## src/rtl/calc_sequencer.sv

```systemverilog
// Front-end sequencer for the calculator ALU: turns button pulses into operand-latch
// strobes and an op code, traps divide-by-zero and times out abandoned operand entry.
module calc_sequencer #(
  parameter int unsigned ARIF     = 4,
  parameter int unsigned RECORD   = 2,
  parameter int unsigned CONTROL  = 3,
  parameter int unsigned EXEC_CYC = 2,
  parameter int unsigned TIMEOUT  = 0,
  parameter int unsigned TO_W     = 24
) (
  input  logic               clk_SEQ,
  input  logic               rst_SEQ,
  input  logic               btn_load,
  input  logic [ARIF-1:0]    btn_op,
  input  logic               btn_clr,
  input  logic [CONTROL-1:0] control_from_alu,
  output logic [RECORD-1:0]  keys_to_alu,
  output logic [ARIF-1:0]    arif_to_alu,
  output logic [2:0]         state_out,
  output logic               busy,
  output logic               err
);

  localparam int unsigned EW = (EXEC_CYC > 1) ? $clog2(EXEC_CYC) : 1;

  localparam logic [ARIF-1:0]   ArifNone = '1;
  localparam logic [ARIF-1:0]   OpDiv    = {1'b0, {(ARIF-1){1'b1}}};
  localparam logic [RECORD-1:0] KeyA     = RECORD'(2);
  localparam logic [RECORD-1:0] KeyB     = RECORD'(1);

  typedef enum logic [2:0] {
    StIdle = 3'd0,
    StA    = 3'd1,
    StB    = 3'd2,
    StExec = 3'd4,
    StShow = 3'd5,
    StErr  = 3'd6
  } state_e;

  state_e            state_q, state_d;
  logic [EW-1:0]     exec_q, exec_d;
  logic [TO_W-1:0]   to_q, to_d, to_inc;
  logic [RECORD-1:0] keys_q, keys_d;
  logic [ARIF-1:0]   arif_q, arif_d;
  logic              busy_q, err_q;
  logic              op_valid, ld, timeout_hit;

  assign op_valid    = ($countones(~btn_op) == 1);
  // A load arriving on a strobe cycle is dropped so keys never stay nonzero two cycles.
  assign ld          = btn_load && (keys_q == '0);
  assign timeout_hit = (TIMEOUT != 0) && (to_q == TO_W'(TIMEOUT - 1));
  assign to_inc      = (to_q == '1) ? to_q : to_q + 1'b1;

  always_ff @(posedge clk_SEQ) begin
    if (rst_SEQ) begin
      state_q <= StIdle;
      exec_q  <= '0;
      to_q    <= '0;
      keys_q  <= '0;
      arif_q  <= ArifNone;
      busy_q  <= 1'b0;
      err_q   <= 1'b0;
    end else begin
      state_q <= state_d;
      exec_q  <= exec_d;
      to_q    <= to_d;
      keys_q  <= keys_d;
      arif_q  <= arif_d;
      busy_q  <= (state_d == StExec);
      err_q   <= (state_d == StErr);
    end
  end

  always_comb begin
    state_d = state_q;
    exec_d  = exec_q;
    to_d    = to_q;
    if (btn_clr) begin
      state_d = StIdle;
      exec_d  = '0;
      to_d    = '0;
    end else begin
      case (state_q)
        StIdle: if (ld) begin
          state_d = StA;
          to_d    = '0;
        end
        StA: begin
          if (ld) begin
            state_d = StB;
            to_d    = '0;
          end else if (timeout_hit) state_d = StIdle;
          else to_d = to_inc;
        end
        StB: begin
          if (op_valid) begin
            state_d = StExec;
            exec_d  = EW'(EXEC_CYC - 1);
          end else if (ld) to_d = '0;
          else if (timeout_hit) state_d = StIdle;
          else to_d = to_inc;
        end
        StExec: begin
          if (exec_q == '0) begin
            state_d = (arif_q == OpDiv && control_from_alu == CONTROL'(2)) ? StErr : StShow;
          end else exec_d = exec_q - 1'b1;
        end
        StShow: begin
          if (op_valid) begin
            state_d = StExec;
            exec_d  = EW'(EXEC_CYC - 1);
          end else if (ld) begin
            state_d = StA;
            to_d    = '0;
          end
        end
        StErr:   ;
        default: state_d = StIdle;
      endcase
    end
  end

  always_comb begin
    keys_d = '0;
    arif_d = arif_q;
    if (btn_clr) begin
      arif_d = ArifNone;
    end else begin
      case (state_q)
        StIdle: begin
          arif_d = ArifNone;
          if (ld) keys_d = KeyA;
        end
        StA: begin
          arif_d = ArifNone;
          if (ld) keys_d = KeyB;
        end
        StB: begin
          if (op_valid) arif_d = btn_op;
          else if (ld) keys_d = KeyB;
          else if (timeout_hit) arif_d = ArifNone;
        end
        StExec: ;
        StShow: begin
          if (op_valid) arif_d = btn_op;
          else if (ld) begin
            keys_d = KeyA;
            arif_d = ArifNone;
          end
        end
        StErr:   arif_d = OpDiv;
        default: arif_d = ArifNone;
      endcase
    end
  end

  assign keys_to_alu = keys_q;
  assign arif_to_alu = arif_q;
  assign state_out   = state_q;
  assign busy        = busy_q;
  assign err         = err_q;

endmodule

```

## config.mk

```make
export PLATFORM = sky130hd
export DESIGN_NAME = calc_sequencer
export DESIGN_NICKNAME = d
export VERILOG_FILES = /design/src/rtl/calc_sequencer.sv
export SDC_FILE = /design/constraint.sdc
export NUM_CORES = 1
export LEC_CHECK = 0
export CORE_UTILIZATION = 48
export DETAILED_ROUTE_END_ITERATION = 6
export PLACE_DENSITY_LB_ADDON = 0.2
export REMOVE_ABC_BUFFERS = 1
export SLEW_MARGIN = 20
export SYNTH_ARGS = -nofsm -noshare
export SYNTH_HDL_FRONTEND = slang
export SYNTH_SLANG_ARGS = --single-unit
```

## constraint.sdc

```tcl
create_clock -name clk_SEQ -period 5.15 [get_ports clk_SEQ]
set_input_delay 1.03 -clock clk_SEQ [delete_from_list [all_inputs] [get_ports clk_SEQ]]
set_output_delay 1.03 -clock clk_SEQ [all_outputs]
set_load 0.03 [all_outputs]
```

==> qor.txt <==
Max_cap viols - 0
Slew Viols, Final - 0
Worst Path Buf+Inv - 2
Asr flop ratio synth - 0%
TritonCTS clock tree - yes
Final WL - 1.59 mm
Leading cell types in the layout, fill and taps excluded - clkdlybuf4s50_1 (21), dfxtp_1 (12), nor3_1 (6)
Die Span X - 40.8 um
First-pass GRT wire length - 2.38 mm
Synth Area per Inst - 8.80 um2
Grt ovf - 0
Sw power - 55.3 uW
Post-synthesis cell type count - 37
Most frequent CP cell - ha_1
Final Hold Fails - 0
FILL cells - 115
Syn. warnings - 0
Share of layout cells above drive strength 1 - 9.80%
Sequential Power Share - 45.6%
Routed WL per cell - 13.6 um
Largest family of logic cells by synthesized area - simple AND/OR/NAND/NOR gates
Final worst path period need - 3.61 ns
Max-slew headroom - 60.4%
Multi-input logic area - 443 um2
Clk root buf - clkbuf_4
Area growth syn-to-layout - 34.0%
Power per cell area - 218 nW/um2
First DRT Iteration DRCs - 14
Num Clock Sinks - 12
Status - complete, no violations
Worst-Margin Slew - 0.592 ns
Pint - 156 uW
Skew final - 0.00243 ns
CP max stage delay - 0.55 ns
Syn Inst Count - 82
Sequential fraction of the synthesis area - 33.3%
Complex-gate fraction of the synthesized area - 20.6%
Power Total - 211 uW
CTS buffer count - 3
Post-DP HPWL - 1.22 mm
Mux contribution to synthesized area - 4.16%
Initial antenna violation count - 0
Dominant synthesized flop cell - dfxtp_1
Crit path cell chain - clkdlybuf4s50_1 > fa_1 > inv_1 > ha_1 > ha_1 > nor3b_1 > o21ai_0 > o2bb2ai_1 > a211o_1
NumNets Final - 117
Post-Synth XOR/XNOR Area - 1.21%
Via density - 5.67
Hold_ws - 0.498 ns
Setup TNS - 0 ns
Pre-Repair DR Iteration Count - 4
Static leakage - 0.000355 uW
Cell row count - 13
CTS Hold Bufs - 0
Clock Power Share - 35.8%
Switching share of power - 26.2%
Max IR drop VDD - 0.000150 V
CTS Buffer Depth - 2
RSZ-0062 raised after global routing - false
Setup crit end kind - flip-flop
Via count - 663
Die Y-Extent - 40.8 um
Combinational share of power - 18.6%
Setup Fix Bufs, Post-CTS - 0
GRT Total Usage - 22.2%
Hold WC Path Type - reg2reg
Synth Area in Simple Gates - 29.1%
IO Pins - 22
Antenna diode count - 0
Setup CP Type - in2reg
Final setup violation count - 0
CP max stage cell - fa_1
H-Tree Level Count - 1
Commonest non-fill, non-tap cell in the layout - clkdlybuf4s50_1
Reg area - 240 um2
Startpoint Class - primary input
PortBufs - 21
Fmax - 0.277 GHz
Vias in the first global route - 519
Pin count of the biggest net entering global routing - 19
Post-synth EDFFs - 0
# resized after CTS - 0
Worst Path Max Fanout - 5
Clock Latency Late Sink - 0.27 ns
GP Congestion - 0.838
Initial core utilization - 53.5%
Full die area - 1660 um2
DRC - 0
Worst Path Arrival - 3.78 ns
Post-Syn Area - 722 um2
CP top delay family - adder cells
Crit share post-route - 70.1%
CORE AREA - 1350 um2
Worst-path clk slew - 0.08 ns
Yosys reg bits - 12
Remaining antenna violation count - 0
Adder-Cell Fraction of Synth Area - 6.24%
Worst EP required - 5.31 ns
==> state kept, by name, indices dropped and copies added, names as in the netlist <==
| signal | count |
|---|---|
| state_out | 3 |
| keys_to_alu | 2 |
| err | 1 |
| exec_q | 1 |
| arif_to_alu | 4 |
| busy | 1 |
==> kinds of logic (layout without fill, tap and decap cells) <==
kind of cell / count (synthesis) / in the layout
buffers and inverters: 10 / 30
flip-flops: 12 / 12
adder cells (fa/ha/maj): 3 / 3
XOR/XNOR: 1 / 1
AND/OR/NAND/NOR: 33 / 33
multiplexers: 3 / 3
AO/OA/AOI/OAI: 20 / 20
==> path summary, 6_finish.rpt <==
path / startpoint / endpoint / slack [ns] / depth (start not counted)
worst max-delay path: btn_op[0] / arif_to_alu[3]$_SDFFE_PP1P_ / 1.54 / 9
worst min-delay path: arif_to_alu[3]$_SDFFE_PP1P_ / arif_to_alu[3]$_SDFFE_PP1P_ / 0.50 / 1
worst max register to register: state_out[2]$_SDFF_PP0_ / busy$_SDFF_PP0_ / 3.30 / 4
worst min register to register: arif_to_alu[3]$_SDFFE_PP1P_ / arif_to_alu[3]$_SDFFE_PP1P_ / 0.50 / 1
==> power groups by stage <==
stage	Clock, uW	Sequential [uW]	Combinational, uW
2_1_floorplan	0	100	21.3
3_3_place_gp	0	98.5	38.0
4_1_cts	76.8	96.3	39.2
5_1_grt	81.3	96.6	44.0
6_report	75.7	96.3	39.2
3_5_place_dp	0	98.5	38.6
==> final cells by class <==
cell class	count	area share, %
multi-input cells	60	45.8
flip-flops and latches	12	24.8
repair buffers	21	21.7
clock buffers	4	3.75
inverters	5	1.94
well taps	15	1.94
==> routing by layer <==
layer  vias to the layer above  share of wire [%]  GRT usage (%)
met4                         0                1.3           12.5
met1                       301                 47           28.5
met5                         -                  0              0
met3                         4                5.3           4.89
li1                        336                  -              -
met2                        22                 46           34.0
==> per-stage QoR <==
stage	cells	utilization, %	worst slack (ns)	cell area [um2]
after detailed placement	113	69.0	1.31	931
after floorplan	77	-	1.96	702
after CTS	117	71.6	1.53	967
after global routing	117	71.6	1.37	967
after global placement	113	69.0	1.31	931
final	117	71.6	1.54	967
==> cell usage after synthesis (2+ instances only) <==
master    instances  area, um2
dfxtp_1          12        240
nor3_1            6       30.0
inv_1             5       18.8
a21oi_1           4       20.0
clkbuf_1          4       15.0
nor2_1            4       15.0
o21ai_0           4       20.0
mux2i_1           3       30.0
nand2_1           3       11.3
nand3_1           3       15.0
nor2b_1           3       18.8
nor3b_1           3       22.5
ha_1              2       25.0
nor3_2            2       20.0
o21a_1            2       15.0
Power figures use the tool's default switching activity.
